`src/rtl/fmul_pkg.sv`:
```
// fmul_pkg: shared constants, operand classes and flag bundle for the fmul_pipe multiplier.
package fmul_pkg;

    typedef enum logic [1:0] {C_ZERO, C_NORM, C_INF, C_NAN} cls_t;

    typedef struct packed {
        logic overflow;
        logic underflow;
        logic invalid;
    } flags_t;

    function automatic int bias(input int ew);
        return (1 << (ew - 1)) - 1;
    endfunction

    function automatic int exp_max(input int ew);
        return (1 << ew) - 1;
    endfunction

    function automatic logic [63:0] qnan_frac(input int fw);
        return 64'd1 << (fw - 1);
    endfunction

endpackage

```
`src/rtl/fmul_mant_mult.sv`:
```
// fmul_mant_mult: registered unsigned mantissa multiplier, the S2 stage of fmul_pipe.
module fmul_mant_mult #(
    parameter int W = 24
) (
    input  logic           clk,
    input  logic           rst,
    input  logic           en,
    input  logic [W-1:0]   a,
    input  logic [W-1:0]   b,
    output logic [2*W-1:0] p
);

    always_ff @(posedge clk) begin
        if (rst) p <= '0;
        else if (en) p <= a * b;
    end

endmodule

```
`src/rtl/fmul_pipe.sv`:
```
// fmul_pipe: 3-stage pipelined floating-point multiplier with valid/ready flow control.
// Define FMUL_PIPE_RNE_EN for round-to-nearest-even; otherwise results are truncated.
module fmul_pipe
    import fmul_pkg::*;
#(
    parameter int EXP_W  = 8,
    parameter int FRAC_W = 23
) (
    input  logic              clk,
    input  logic              rst,
    input  logic              in_valid,
    output logic              in_ready,
    input  logic              a_sign,
    input  logic [EXP_W-1:0]  a_exp,
    input  logic [FRAC_W-1:0] a_frac,
    input  logic              b_sign,
    input  logic [EXP_W-1:0]  b_exp,
    input  logic [FRAC_W-1:0] b_frac,
    output logic              out_valid,
    input  logic              out_ready,
    output logic              sign,
    output logic [EXP_W-1:0]  exp,
    output logic [FRAC_W-1:0] frac,
    output logic              overflow,
    output logic              underflow,
    output logic              invalid
);

    localparam int EW2 = EXP_W + 2;
    localparam int MW  = FRAC_W + 1;
    localparam int PW  = 2 * MW;
    localparam int RW  = 1 + EXP_W + FRAC_W;
    localparam logic [EXP_W-1:0]      EMAX   = EXP_W'(exp_max(EXP_W));
    localparam logic signed [EW2-1:0] EMAX_S = EW2'(exp_max(EXP_W));

    logic adv;
    assign adv      = out_ready | ~out_valid;
    assign in_ready = adv;

    cls_t ca, cb;
    assign ca = a_exp == EMAX ? (a_frac != '0 ? C_NAN : C_INF) : a_exp == '0 ? C_ZERO : C_NORM;
    assign cb = b_exp == EMAX ? (b_frac != '0 ? C_NAN : C_INF) : b_exp == '0 ? C_ZERO : C_NORM;

    logic rs, is_nan, is_inv, is_inf, is_zero;
    assign rs      = a_sign ^ b_sign;
    assign is_nan  = ca == C_NAN || cb == C_NAN;
    assign is_inv  = (ca == C_INF && cb == C_ZERO) || (ca == C_ZERO && cb == C_INF);
    assign is_inf  = ca == C_INF || cb == C_INF;
    assign is_zero = ca == C_ZERO || cb == C_ZERO;

    // Special results are fully resolved in S1 and simply ride along the pipe.
    logic [RW-1:0] sp_res;
    assign sp_res = (is_nan || is_inv) ? {1'b0, EMAX, FRAC_W'(qnan_frac(FRAC_W))} :
                    is_inf ? {rs, EMAX, {FRAC_W{1'b0}}} : {rs, {(RW-1){1'b0}}};

    logic signed [EW2-1:0] esum;
    assign esum = $signed({2'b00, a_exp}) + $signed({2'b00, b_exp}) - $signed(EW2'(bias(EXP_W)));

    logic v1, v2, s1, s2, sp1, sp2;
    logic signed [EW2-1:0] e1, e2;
    logic [RW-1:0] spr1, spr2;
    flags_t spf1, spf2;
    logic [MW-1:0] ma1, mb1;
    logic [PW-1:0] p;

    fmul_mant_mult #(.W(MW)) u_mult (
        .clk(clk), .rst(rst), .en(adv), .a(ma1), .b(mb1), .p(p)
    );

    // Product lies in [1,4); pre-shift so the leading one always sits at the top.
    logic hi;
    logic [PW-1:0] q;
    logic [MW-1:0] keep;
    logic [MW:0] rnd;
    assign hi   = p[PW-1];
    assign q    = hi ? p : p << 1;
    assign keep = q[PW-1 -: MW];
`ifdef FMUL_PIPE_RNE_EN
    logic g, st;
    assign g   = q[FRAC_W];
    assign st  = |q[FRAC_W-1:0];
    assign rnd = {1'b0, keep} + (MW+1)'(g & (st | keep[0]));
`else
    logic unused_lo;
    assign unused_lo = ^q[FRAC_W:0];
    assign rnd       = {1'b0, keep};
`endif
    logic unused_hid;
    assign unused_hid = rnd[FRAC_W];

    logic signed [EW2-1:0] e3;
    logic ovf, unf;
    logic [RW-1:0] res;
    flags_t fl;
    assign e3  = e2 + $signed({{(EW2-1){1'b0}}, hi}) + $signed({{(EW2-1){1'b0}}, rnd[MW]});
    assign ovf = e3 >= EMAX_S;
    assign unf = e3 <= 0;
    assign res = sp2 ? spr2 : ovf ? {s2, EMAX, {FRAC_W{1'b0}}} :
                 unf ? {s2, {(RW-1){1'b0}}} : {s2, e3[EXP_W-1:0], rnd[FRAC_W-1:0]};
    assign fl  = !v2 ? flags_t'(3'b000) : sp2 ? spf2 : flags_t'({ovf, unf, 1'b0});

    always_ff @(posedge clk) begin
        if (rst) begin
            {v1, v2, s1, s2, sp1, sp2} <= '0;
            {e1, e2, spr1, spr2, spf1, spf2, ma1, mb1} <= '0;
            out_valid <= 1'b0;
            {sign, exp, frac} <= '0;
            {overflow, underflow, invalid} <= '0;
        end else if (adv) begin
            v1   <= in_valid;
            s1   <= rs;
            e1   <= esum;
            sp1  <= is_nan | is_inf | is_zero;
            spr1 <= sp_res;
            spf1 <= flags_t'({2'b00, is_inv & ~is_nan});
            ma1  <= {a_exp != '0, a_frac};
            mb1  <= {b_exp != '0, b_frac};
            v2   <= v1;
            s2   <= s1;
            e2   <= e1;
            sp2  <= sp1;
            spr2 <= spr1;
            spf2 <= spf1;
            out_valid <= v2;
            {sign, exp, frac} <= res;
            {overflow, underflow, invalid} <= fl;
        end
    end

endmodule
```
`config.mk`:
```
export PLATFORM = sky130hd
export DESIGN_NAME = fmul_pipe
export DESIGN_NICKNAME = d
export VERILOG_FILES = /design/src/rtl/fmul_pkg.sv /design/src/rtl/fmul_mant_mult.sv /design/src/rtl/fmul_pipe.sv
export SDC_FILE = /design/constraint.sdc
export NUM_CORES = 2
export LEC_CHECK = 0
export ABC_AREA = 1
export BUFFER_PORTS_ARGS = -buffer_cell sky130_fd_sc_hd__buf_2
export CORE_UTILIZATION = 45
export DETAILED_ROUTE_END_ITERATION = 8
export PLACE_DENSITY_LB_ADDON = 0.05
export SYNTH_ARGS = -nofsm -noshare
export SYNTH_HDL_FRONTEND = slang
export SYNTH_SLANG_ARGS = --single-unit
```
`constraint.sdc`:
```
create_clock -name clk -period 7 [get_ports clk]
set_input_delay 0.35 -clock clk [delete_from_list [all_inputs] [get_ports clk]]
set_output_delay 0.35 -clock clk [all_outputs]
set_load 0.02 [all_outputs]
```
==> reports/results.txt <==
result of the run: finished clean
synthesized net count: 4377
DRC violation total after the first TritonRoute iteration: 1428
distinct cell type count after synthesis: 40
met1 wire length: 39300 µm
cell type of the slowest stage on the worst timing path: sky130_fd_sc_hd__fa_1
number of buffers on the longest clock path: 2
total wire length: 88300 µm
setup slack of the critical path after layout: 0.259 ns
final slew viol count: 0
final setup skew: 0.0207 ns
weighted congestion reported at the end of routability-driven placement: 0.992
number of violations of the max-capacitance limit: 0
Layout Area Growth over Synthesis: 10.3%
most common library cell in the layout ignoring fill and taps: sky130_fd_sc_hd__inv_1
share of the yosys chip area belonging to registers: 10.8%
Pwr per Cell Area: 263 mW/mm²
GR Overflow Total: 0
# hold bufs at CTS: 0
layout net count: 4449
met2 WL: 40700 µm
# diodes: 0
Arrival @ worst endpoint: 7.12 ns
number of antenna-violating nets in the routed design: 0
Worst EP required: 7.38 ns
post-CTS setup buffer count: 0
critical path class: flip-flop to flip-flop
unrepaired setup endpoints after global routing: no
via/cell ratio: 5.09
clock-pin slew on the worst setup and hold paths: 0.09 ns
Final period util: 96.3%
root buffer cell: sky130_fd_sc_hd__clkbuf_16
count of final hold-check violations: 0
sequential cell area in the final layout: 0.00290 mm²
number of warnings reported in the yosys synthesis log: 0
number of global-route vias before repair: 24.0k
kind of cell adding the most delay to the critical path: adder cells
estimated wirelength of the detail-placed design: 72400 µm
boundary pin count: 105
class of the tightest hold or removal check: input pin to flip-flop
leakage power: 0.0169 µW
Fmax: 148 MHz
share of power burned in the clock network: 13.0%
Worst Path Buf+Inv: 9
number of search-and-repair iterations in the first detailed-routing pass: 5
switching power of the nets: 4210 µW
final critical-path required period: 6.74 ns
startpoint type of the worst setup path: flip-flop
transition at the pin with the smallest max-transition slack: 1.28 ns
area of the core region: 0.0579 mm²
number of endpoints failing setup at the final stage: 0
starting utilization of the core area: 45.8%
site row count: 88
number of antenna violations at the first check in global routing: 0
maximum fanout count along the critical path: 24
ys async rst share: 0%
Die W: 245 µm
multi-input combinational cell area: 0.0191 mm²
Internal Pwr Total: 3500 µW
deepest level of the CTS H-tree: 4
clock latency on the worst-skew pair: 0.49 ns
uppermost layer routed: met4
number of input and output port buffers inserted: 104
number of DRC violations after detailed routing: 0
layout cell share with drive strength beyond 1: 8.94%
most used cell along the critical path: sky130_fd_sc_hd__inv_1
syn avg cell area: 7.28 µm²
die outline height: 245 µm
count of flip-flops with a built-in enable after synthesis: 0
final-layout worst hold slack: 0.125 ns
vias post-DR: 22.9k
total global-route track usage: 31.1%
Max IR drop VDD: 0.000271 V
fraction of power spent switching nets: 54.6%
dominant synthesized flop cell: sky130_fd_sc_hd__dfxtp_1
CTS tree: yes
gate count after technology mapping: 3640
clock buffer count from CTS: 17
netlist area before placement: 0.0265 mm²
CP Capture Type: flip-flop
leading cell types in the layout, fill and taps excluded: 1013 x sky130_fd_sc_hd__inv_1, 834 x sky130_fd_sc_hd__nand2_1, 482 x sky130_fd_sc_hd__fa_1, 290 x sky130_fd_sc_hd__nor2_1, 187 x sky130_fd_sc_hd__ha_1
maximum number of pins on one net before global-route repair: 89
die area: 0.0599 mm²
Slew HR: 14.4%
average wire length per cell after detail routing: 19.7 µm
portion of total power attributed to sequential cells: 14.1%
first-pass GRT wire length: 139000 µm
part of the power in combinational logic: 72.9%
met3 wire len: 5160 µm
FF+latch count, synth: 143
total clock sinks: 143
delay contributed by the slowest stage of the critical path: 0.54 ns
Filler Cell Count: 6012
post-placement worst setup slack: -0.141 ns
worst register-to-register path: cells and delay by family (launching register included):
family,cells,cell delay [ns]
AO/OA/AOI/OAI,3,1.03
flip-flops,1,0.38
AND/OR/NAND/NOR,8,0.71
adder cells (fa/ha/maj),8,3.89
buffers and inverters,9,0.64
state kept, by name (all words and copies together), names as in the netlist, 3 cells and up:
name,flops
exp,8
u_mult.p,25
e1,10
ma1,24
frac,23
e2,10
spr2,3
mb1,24
spr1,3
cell usage after synthesis, types with 7 or more instances:
| cell | count | share of area, % |
|---|---|---|
| sky130_fd_sc_hd__o21ai_0 | 145 | 2.7 |
| sky130_fd_sc_hd__inv_1 | 1015 | 14 |
| sky130_fd_sc_hd__mux2i_1 | 7 | 0.26 |
| sky130_fd_sc_hd__nand2_1 | 834 | 12 |
| sky130_fd_sc_hd__ha_1 | 187 | 8.8 |
| sky130_fd_sc_hd__nand4_1 | 34 | 0.80 |
| sky130_fd_sc_hd__nand3_1 | 84 | 1.6 |
| sky130_fd_sc_hd__mux2_2 | 10 | 0.42 |
| sky130_fd_sc_hd__o21bai_1 | 17 | 0.48 |
| sky130_fd_sc_hd__xor2_1 | 13 | 0.43 |
| sky130_fd_sc_hd__dfxtp_1 | 143 | 11 |
| sky130_fd_sc_hd__nor4_1 | 9 | 0.21 |
| sky130_fd_sc_hd__a21o_1 | 7 | 0.20 |
| sky130_fd_sc_hd__a21oi_1 | 110 | 2.1 |
| sky130_fd_sc_hd__fa_1 | 482 | 36 |
| sky130_fd_sc_hd__nor3_1 | 18 | 0.34 |
| sky130_fd_sc_hd__nor2_1 | 292 | 4.1 |
| sky130_fd_sc_hd__clkbuf_1 | 183 | 2.6 |
power groups by stage:
| stage | combinational [µW] | clock [µW] | sequential, µW |
|---|---|---|---|
| after CTS | 5630 | 1020 | 1080 |
| after global placement | 5590 | 0 | 1090 |
| after floorplan | 3290 | 0 | 1030 |
| after global routing | 6340 | 1050 | 1090 |
| after detailed placement | 5590 | 0 | 1100 |
| final | 5620 | 1000 | 1080 |
cell type report:
class                      instances  share of cell area (%)
multi-input combinational       2286                    65.3
inverter                        1017                    13.1
sequential                       143                    9.91
timing repair buffer             247                    6.36
tap                              765                    3.27
clock buffer                      17                    1.45
clock inverter                    15                   0.650
worst paths after layout:
kind	startpoint	end	slack, ns	depth (start not counted)
min	in_valid	v1	0.13	3
max	mb1[4]	u_mult.p[43]	0.26	28
max reg2reg	mb1[4]	u_mult.p[43]	0.26	28
min reg2reg	spr2[22]	spr2[22]	0.45	2
per-stage QoR:
step | setup TNS, ns | util, % | cell area (µm²) | total power (µW) | std cells
finish | 0 | 50.5 | 29200 | 7710 | 4490
global placement | -0.111 | 49.3 | 28600 | 6680 | 4458
detailed placement | -0.141 | 49.3 | 28600 | 6680 | 4458
global route | 0 | 50.5 | 29200 | 8490 | 4490
CTS | 0 | 50.4 | 29200 | 7740 | 4490
floorplan | 0 | - | 26500 | 4320 | 3640
kinds of logic after synthesis:
family	after synthesis	share of synthesized area, %
multiplexers	17	0.689
XOR/XNOR	18	0.666
adder cells (fa/ha/maj)	669	45.2
buffers and inverters	1211	17.3
AO/OA/AOI/OAI	297	5.98
AND/OR/NAND/NOR	1285	19.3
flip-flops	143	10.8
metal layers:
| metal | up-vias | GRT usage, % |
|---|---|---|
| met2 | 710 | 50.9 |
| li1 | 10600 | - |
| met3 | 138 | 4.33 |
| met4 | 0 | 11.2 |
| met1 | 11400 | 41.9 |
| met5 | - | 0 |
what timing repair did:
item | 4_1_cts | 5_1_grt
setup endpoints to repair | 2 | 12
pin swaps | 0 | 0
resized for setup | 3 | 28
Power figures use the tool's default switching activity.
